$ cat config.mk
export PLATFORM = sky130hd
export DESIGN_NAME = bnn_layer1_stream_engine
export DESIGN_NICKNAME = d
export VERILOG_FILES = /design/src/rtl/bnn_pkg.sv /design/src/rtl/bnn_layer1_stream_engine_popcount.sv /design/src/rtl/bnn_layer1_stream_engine.sv
export SDC_FILE = /design/constraint.sdc
export NUM_CORES = 2
export LEC_CHECK = 0
export CORE_AREA = 2 2 554 556
export CTS_CLUSTER_SIZE = 10
export DETAILED_ROUTE_END_ITERATION = 8
export DIE_AREA = 0 0 556 558
export PLACE_DENSITY_LB_ADDON = 0.12
export SLEW_MARGIN = 20
export SYNTH_ARGS = -nofsm -noshare
export SYNTH_HDL_FRONTEND = slang
export SYNTH_SLANG_ARGS = --single-unit
export TNS_END_PERCENT = 30
$ cat constraint.sdc
create_clock -name clk -period 172.8 [get_ports clk]
set_input_delay 51.84 -clock clk [delete_from_list [all_inputs] [get_ports clk]]
set_output_delay 51.84 -clock clk [all_outputs]
set_load 0.02 [all_outputs]
$ cat src/rtl/bnn_pkg.sv
// Shared constants and state encoding for the binarised layer-1 engine.
package bnn_pkg;

  localparam int unsigned IN_WIDTH = 784;
  localparam int unsigned CHUNK    = 112;
  localparam int unsigned NEURONS  = 512;
  localparam int unsigned BEATS    = IN_WIDTH / CHUNK;
  localparam int unsigned CNT_W    = $clog2(IN_WIDTH + 1);

  typedef enum logic {
    IDLE = 1'b0,
    RUN  = 1'b1
  } state_t;

endpackage

$ cat src/rtl/bnn_layer1_stream_engine_popcount.sv
// Masked +1/-1 counter for one weight chunk: pixels that are off contribute to neither count.
module popcount_masked #(
  parameter  int unsigned CHUNK = 112,
  localparam int unsigned PW    = $clog2(CHUNK + 1)
) (
  input  logic [CHUNK-1:0] w,
  input  logic [CHUNK-1:0] x,
  output logic [PW-1:0]    pos,
  output logic [PW-1:0]    neg
);

  // Count agreeing (+1) and disagreeing (-1) weights over the active pixels.
  always_comb begin
    pos = '0;
    neg = '0;
    for (int i = 0; i < CHUNK; i++) begin
      pos = pos + PW'(w[i] & x[i]);
      neg = neg + PW'(~w[i] & x[i]);
    end
  end

endmodule

$ cat src/rtl/bnn_layer1_stream_engine.sv
// Layer-1 neuron engine: streams w1 rows in chunks against a latched image,
// emitting one binarised activation and signed score per neuron.
module bnn_layer1_stream_engine
  import bnn_pkg::*;
#(
  parameter  int unsigned IN_WIDTH = bnn_pkg::IN_WIDTH,
  parameter  int unsigned CHUNK    = bnn_pkg::CHUNK,
  parameter  int unsigned NEURONS  = bnn_pkg::NEURONS,
  localparam int unsigned CNT_W    = $clog2(IN_WIDTH + 1),
  localparam int unsigned NW       = (NEURONS > 1) ? $clog2(NEURONS) : 1
) (
  input  logic                    clk,
  input  logic                    rst,
  input  logic                    start,
  input  logic [IN_WIDTH-1:0]     x_in,
  input  logic                    w_valid,
  output logic                    w_ready,
  input  logic [CHUNK-1:0]        w_data,
  output logic                    bit_valid,
  output logic [NW-1:0]           bit_index,
  output logic                    bit_value,
  output logic signed [CNT_W:0]   score,
  output logic [NEURONS-1:0]      a1_out,
  output logic                    busy,
  output logic                    done
);

  localparam int unsigned NBEATS = IN_WIDTH / CHUNK;
  localparam int unsigned KW     = (NBEATS > 1) ? $clog2(NBEATS) : 1;
  localparam int unsigned PW     = $clog2(CHUNK + 1);

  state_t               state_q;
  state_t               state_d;
  logic [IN_WIDTH-1:0]  x_reg;
  logic [NW-1:0]        n;
  logic [KW-1:0]        k;
  logic [CNT_W-1:0]     pos_acc;
  logic [CNT_W-1:0]     neg_acc;

  logic                 fire;
  logic                 last_beat;
  logic                 last_neuron;
  logic [CHUNK-1:0]     xs;
  logic [PW-1:0]        pos;
  logic [PW-1:0]        neg;
  logic [CNT_W-1:0]     final_pos;
  logic [CNT_W-1:0]     final_neg;
  logic                 new_bit;
  logic signed [CNT_W:0] new_score;

  popcount_masked #(.CHUNK(CHUNK)) u_popcount (
    .w   (w_data),
    .x   (xs),
    .pos (pos),
    .neg (neg)
  );

  // Beat datapath: select the current image slice and fold in this beat's counts.
  always_comb begin
    fire        = w_ready & w_valid;
    last_beat   = (k == KW'(NBEATS - 1));
    last_neuron = (n == NW'(NEURONS - 1));
    xs          = '0;
    for (int b = 0; b < NBEATS; b++) begin
      if (k == KW'(b)) xs = x_reg[b*CHUNK +: CHUNK];
    end
    final_pos = pos_acc + CNT_W'(pos);
    final_neg = neg_acc + CNT_W'(neg);
    new_bit   = (final_pos >= final_neg);
    new_score = $signed({1'b0, final_pos}) - $signed({1'b0, final_neg});
  end

  // State register.
  always_ff @(posedge clk or posedge rst) begin
    if (rst) state_q <= IDLE;
    else     state_q <= state_d;
  end

  // Next state: start launches a pass, the final beat of the final neuron ends it.
  always_comb begin
    state_d = state_q;
    case (state_q)
      IDLE:    if (start) state_d = RUN;
      RUN:     if (fire && last_beat && last_neuron) state_d = IDLE;
      default: state_d = IDLE;
    endcase
  end

  // Counters, accumulators and registered result outputs.
  always_ff @(posedge clk or posedge rst) begin
    if (rst) begin
      x_reg     <= '0;
      n         <= '0;
      k         <= '0;
      pos_acc   <= '0;
      neg_acc   <= '0;
      a1_out    <= '0;
      busy      <= 1'b0;
      w_ready   <= 1'b0;
      bit_valid <= 1'b0;
      bit_index <= '0;
      bit_value <= 1'b0;
      score     <= '0;
      done      <= 1'b0;
    end else begin
      bit_valid <= 1'b0;
      done      <= 1'b0;
      busy      <= (state_d == RUN);
      w_ready   <= (state_d == RUN);
      if (state_q == IDLE && start) begin
        x_reg   <= x_in;
        a1_out  <= '0;
        n       <= '0;
        k       <= '0;
        pos_acc <= '0;
        neg_acc <= '0;
      end else if (fire) begin
        if (last_beat) begin
          pos_acc   <= '0;
          neg_acc   <= '0;
          k         <= '0;
          n         <= last_neuron ? '0 : n + NW'(1);
          bit_valid <= 1'b1;
          bit_index <= n;
          bit_value <= new_bit;
          score     <= new_score;
          done      <= last_neuron;
          for (int j = 0; j < NEURONS; j++) begin
            if (n == NW'(j)) a1_out[j] <= new_bit;
          end
        end else begin
          pos_acc <= final_pos;
          neg_acc <= final_neg;
          k       <= k + KW'(1);
        end
      end
    end
  end

endmodule

# Word-level counts from Yosys, hierarchy flattened
# Index checks and enable logic that the tools add are counted.
# op_classes
n_addsub	227
n_lt_le_gt_ge	1
n_eq_ne	517
mux	544
n_bitwise	339
reduce_logical	1033
# ops
operator	count
== test 9 bit, second input constant	256
adder 7 bit	222
AND reduction 3 bit	513
2-to-1 mux 512 bit	3
== test 9 x 8 -> 1 bit, second input constant	128
nonzero test 2 bit	514
bitwise AND 7 x 1 -> 7 bit	112
2-to-1 mux 112 bit	7
NOT 1 -> 7 bit	112
== test 9 x 7 -> 1 bit, second input constant	64
2-to-1 mux 1 bit	520
== test 9 x 6 -> 1 bit, second input constant	32
== test 9 x 5 -> 1 bit, second input constant	16
bitwise AND 1 bit	113
== test 9 x 4 -> 1 bit, second input constant	8
2-to-1 mux 10 bit	6
== test 9 x 3 -> 1 bit, second input constant	4
2-to-1 mux 9 bit	4
adder 10 x 7 -> 10 bit	2
== test 9 x 2 -> 1 bit, second input constant	2
subtractor 10 x 10 -> 11 bit	1
>= comparator 10 bit	1
adder 9 x 1 -> 9 bit, second input constant	1
== test 3 bit, second input constant	3
other kinds (11)	17
# word_totals
register_bits	1352
in_bits	900
out_inout_bits	537
elab_cells	3184

# Longest topological paths before layout
# logic_depth
word_depth	126
mapped_depth	53
mapped_depth_nobuf	44

# Hierarchy
# From an unflattened synthesis, not the netlist that was laid out.
# hier_totals
hier_cells	8679
hier_area_um2	72374.4
# modules_own_cells
module	n_inst	cells_per_inst	area_each_um2
bnn_layer1_stream_engine	1	7962	65537.9
popcount_masked	1	717	6836.6

# Worst setup path before layout
# OpenSTA, ideal clock, no wires.
# synth_timing
path_kind	in2reg
start	in w_data[99]
end	reg a1_out[230]
setup_time_ps	137
arrival_time_ps	60906
t_required_ps	172663
setup_slack_ps	111758
path_stages	35
n_path_buf	3
cell_sequence	nand2b_1 fa_1 fa_1 inv_1 fa_1 inv_1 fa_1 fa_1 inv_1 fa_1 inv_1 fa_1 fa_1 fa_1 inv_1 ha_1 fa_1 a21oi_1 nor2_1 nor2_1 xnor2_1 ha_1 nor2b_1 a311o_1 o31a_1 and3_1 xnor2_1 ha_1 a22o_1 maj3_2 buf_6 buf_12 nor3_4 buf_6 a21oi_1
# synth_via
elab_chain_len	21
word_cells_on_any_way	36
# synth_rtl
item	line_no	text
start, declared	bnn_layer1_stream_engine.sv:18	input logic [CHUNK-1:0] w_data,
NOT 1 -> 7 bit	bnn_layer1_stream_engine_popcount.sv:18	neg = neg + PW'(~w[i] & x[i]);
bitwise AND 7 x 1 -> 7 bit	bnn_layer1_stream_engine_popcount.sv:18	
adder 7 bit (13 in a row)	bnn_layer1_stream_engine_popcount.sv:18	
adder 10 x 7 -> 10 bit	bnn_layer1_stream_engine.sv:68	final_neg = neg_acc + CNT_W'(neg);
>= comparator 10 bit (*)	bnn_layer1_stream_engine.sv:69	new_bit = (final_pos >= final_neg);
2-to-1 mux 1 bit (*)	bnn_layer1_stream_engine.sv:129	if (n == NW'(j)) a1_out[j] <= new_bit;
2-to-1 mux 512 bit (*)	bnn_layer1_stream_engine.sv:118	if (last_beat) begin
2-to-1 mux 512 bit (*)	bnn_layer1_stream_engine.sv:117	end else if (fire) begin
2-to-1 mux 512 bit (*)	bnn_layer1_stream_engine.sv:110	if (state_q == IDLE && start) begin
end signal, assigned by index	bnn_layer1_stream_engine.sv:129	
end, declared	bnn_layer1_stream_engine.sv:23	output logic [NEURONS-1:0] a1_out,
# Every way passes the cells marked *; elsewhere a longest branch is shown, timed or not. The select of a mux whose other input is x is not followed.
# A chain may end at the register's enable or synchronous reset.

# Worst setup path in the final report
# layout_timing
start	in w_data[61]
end	reg a1_out[26]
# layout_via
elab_chain_len	59
word_cells_on_any_way	112
# layout_rtl
item	line_no
NOT 1 -> 7 bit	bnn_layer1_stream_engine_popcount.sv:18
bitwise AND 7 x 1 -> 7 bit	bnn_layer1_stream_engine_popcount.sv:18
adder 7 bit (51 in a row)	bnn_layer1_stream_engine_popcount.sv:18
adder 10 x 7 -> 10 bit	bnn_layer1_stream_engine.sv:68
>= comparator 10 bit (*)	bnn_layer1_stream_engine.sv:69
2-to-1 mux 1 bit (*)	bnn_layer1_stream_engine.sv:129
2-to-1 mux 512 bit (*)	bnn_layer1_stream_engine.sv:118
2-to-1 mux 512 bit (*)	bnn_layer1_stream_engine.sv:117
2-to-1 mux 512 bit (*)	bnn_layer1_stream_engine.sv:110
# Marked as above.

==> flow_summary_export.csv <==
group,metric,value,unit
global_routing,maximum_number_of_pins_on_one_net_before_global_route_repair,220,
critical_path,worst-setup-path-type,"in -> reg",
run_status,status,"complete, no violations",
global_routing,grt_util_met2,0.4740,
finish,largest_reg_flops,784,
sta,worst_pin_slew,1356,ps
global_routing,grt_overflow,0,
yosys,mean_instance_size_in_the_synthesized_netlist,8.774,um^2
critical_path,path_common_cell,"sky130_fd_sc_hd__fa_1",
clocking,tritoncts,"built",
clocking,cts.sink_count,1352,
sta,timing.final.hold_violations,0,
yosys,synth.yosys.seq_area_share,0.4734,
critical_path,worst-path-max-fanout,175,
floorplanning,die_y,558,um
floorplanning,num_io_pins,1437,
clocking,clk_pin_slew,50,ps
clocking,post-cts-setup-buffer-count,0,
clocking,clock-root-buffer,"sky130_fd_sc_hd__clkbuf_16",
yosys,top_ff_cell_synth,"sky130_fd_sc_hd__dfrtp_1",
drt,drc,0,
finish,layout-drive-gt1-share,0.06140,
critical_path,path_delay_family,"adder cells",
drt,drt_first_iter_violations,6651,
floorplanning,initial_utilization,0.2347,
yosys,synth_async_sr_flop_share,1.000,
sta,grt_setup_unrepaired,"false",
drt,antenna_violating_nets_post_route,0,
critical_path,critical_path.n_buffers_inverters,8,
critical_path,crit_required,173440,ps
sta,clock.fmax,15.69,MHz
yosys,syn_inst,8145,
yosys,yosys_warnings,0,
floorplanning,row_count,203,
drt,routed_wire_length_per_instance,32.57,um
sta,maxSlewViolCount,0,
yosys,synthesis.area,0.07146,mm^2
sta,tns,0,ps
floorplanning,dieWidth,556,um
yosys,netlist-cell-type-count,61,
finish,finish.instance_area,0.09540,mm^2
critical_path,crit_arrival,64380,ps
finish,fin_nets,10390,
sta,setup_ws,109060,ps
place,finalWeightedCongestion,0.8982,
place,postPlaceCellArea,0.08973,mm^2
yosys,synth_net_count,9316,
drt,route.final.wire_length,436.1,mm
global_routing,use_met1,0.3115,
global_routing,global_route_wire_length_before_repair,589.1,mm
floorplanning,design.die.area,0.3102,mm^2
clocking,holdBufCountCts,0,
floorplanning,fp.coreArea,0.3045,mm^2
global_routing,grt-busiest-layer,"met2",
critical_path,worst_path_largest_cell_delay,890,ps
hold_path,holdCritPathClass,"reg -> reg",
finish,syn_to_layout_area_delta,33.49,%
clocking,htreeDepth,4,
critical_path,timing.critical_path.to_type,"flip-flop",
sta,timing.max_slew.rel_slack,0.09609,
finish,finished_layout_cells,13390,
critical_path,worstSetupStartpointType,"primary input",
clocking,numCtsBuffers,179,
drt,avgViaCountPerCell,5.114,
global_routing,antenna_violations_before_repair,100,
global_routing,grt.total_usage,0.2723,
sta,clock_skew,58.99,ps
drt,route.vias.total,68470,
sta,fin_crit_sh,0.3689,
clocking,clock_latency,860,ps
sta,period_needed,63750,ps
global_routing,first_global_vias,68400,
clocking,cts-resized-gates,0,
place,place_inst,13030,
place,place_hpwl,321.1,mm
global_routing,met3_grt_util,0.07077,
critical_path,cp_slowest_cell,"sky130_fd_sc_hd__buf_4",
flow_run,maxcap_violations,0,
clocking,clk_path_buf_depth,4,
yosys,synth-seq-cells,1352,
place,port_buf_inserts,1436,
sta,setup_viol_count_final,0,
place,detailedPlace.worstSlack,108450,ps
drt,dr.pass1.iters,6,
finish,fillerInstances,31980,
yosys,synth_enable_flop_cells,0,
-- layout by cell type (no fill, tap or decap), types with 138 or more instances in the layout --
master / n
sky130_fd_sc_hd__a311o_1: 496
sky130_fd_sc_hd__o221ai_1: 138
sky130_fd_sc_hd__a21oi_1: 1272
sky130_fd_sc_hd__nor2_1: 155
sky130_fd_sc_hd__inv_1: 358
sky130_fd_sc_hd__dfrtp_1: 1350
sky130_fd_sc_hd__clkbuf_16: 182
sky130_fd_sc_hd__clkdlybuf4s50_1: 1436
sky130_fd_sc_hd__fa_1: 203
sky130_fd_sc_hd__buf_4: 180
sky130_fd_sc_hd__nand2_1: 2531
sky130_fd_sc_hd__o21ai_0: 251
-- cells in the mapped netlist, types with 17 or more instances --
| cell type | number | area [um^2] |
|---|---|---|
| sky130_fd_sc_hd__a21oi_1 | 1274 | 6376 |
| sky130_fd_sc_hd__a22oi_1 | 32 | 240.2 |
| sky130_fd_sc_hd__a311o_1 | 496 | 4965 |
| sky130_fd_sc_hd__and2_1 | 17 | 106.4 |
| sky130_fd_sc_hd__buf_1 | 33 | 123.9 |
| sky130_fd_sc_hd__buf_2 | 40 | 200.2 |
| sky130_fd_sc_hd__buf_6 | 22 | 247.7 |
| sky130_fd_sc_hd__clkbuf_1 | 632 | 2372 |
| sky130_fd_sc_hd__dfrtp_1 | 1352 | 33830 |
| sky130_fd_sc_hd__fa_1 | 203 | 4064 |
| sky130_fd_sc_hd__ha_1 | 68 | 850.8 |
| sky130_fd_sc_hd__inv_1 | 359 | 1348 |
| sky130_fd_sc_hd__mux2i_1 | 53 | 530.5 |
| sky130_fd_sc_hd__nand2_1 | 2534 | 9512 |
| sky130_fd_sc_hd__nand2b_1 | 53 | 331.6 |
| sky130_fd_sc_hd__nor2_1 | 208 | 780.8 |
| sky130_fd_sc_hd__nor2b_1 | 66 | 412.9 |
| sky130_fd_sc_hd__nor3_4 | 28 | 455.4 |
| sky130_fd_sc_hd__o211ai_1 | 50 | 375.4 |
| sky130_fd_sc_hd__o21ai_0 | 251 | 1256 |
| sky130_fd_sc_hd__o221ai_1 | 138 | 1209 |
| sky130_fd_sc_hd__xnor2_1 | 22 | 192.7 |
-- per-stage QoR --
stage               hold WS [ps]  utilization
CTS                        468.4       0.3127
detailed placement         454.3       0.2947
global placement           451.7       0.2945
global route               478.8       0.3130
finish                     464.7       0.3133
floorplan                  437.9            -
-- final cells by class --
class	instances	area [um^2]	area share
antenna	58	145.1	0.001521
clock buffer	267	5204	0.05455
clock inverter	30	306.5	0.003213
inverter	360	1359	0.01424
multi-input combinational	5696	33620	0.3524
sequential	1352	33840	0.3547
tap	3997	5001	0.05242
timing repair buffer	1627	15920	0.1669
-- worst min-delay path, delay by kind of cell (launching register included) --
| kind | cells | cell delay, ps |
|---|---|---|
| DFF | 1 | 330 |
| and+or+nand+nor | 2 | 100 |
-- worst paths after layout --
| kind | startpoint | endpoint | slack (ps) | cells after the start |
|---|---|---|---|---|
| worst max register to register | k[1] | a1_out[26] | 156420 | 42 |
| worst min register to register | x_reg[550] | x_reg[550] | 460 | 2 |
| worst min-delay path | x_reg[550] | x_reg[550] | 460 | 2 |
| max in group asynchronous | rst | x_reg[369] | 116660 | 7 |
| min in group asynchronous | rst | a1_out[78] | 51530 | 2 |
| worst max-delay path | w_data[61] | a1_out[26] | 109060 | 35 |
-- kinds of logic after synthesis --
| kind of cell | count (synthesis) | share of synthesized area |
|---|---|---|
| xor gates and xnor gates | 33 | 0.004044 |
| adders and majority gates | 274 | 0.06921 |
| buffers and inverters | 1097 | 0.06144 |
| DFF | 1352 | 0.4734 |
| AOI/OAI and AO/OA | 2372 | 0.2165 |
| muxes | 53 | 0.007424 |
| and+or+nand+nor | 2964 | 0.1679 |
-- per-layer routing --
layer | share of wire | vias up | wire length, um
met5 | 0.00095 | - | 414
met4 | 0.050 | 60 | 21800
met3 | 0.076 | 588 | 33200
met2 | 0.50 | 2697 | 216700
met1 | 0.38 | 35100 | 164000
li1 | - | 30020 | -
Power is not shown: default switching activity piles up to over one toggle a cycle in this logic, so the estimate is an artifact.
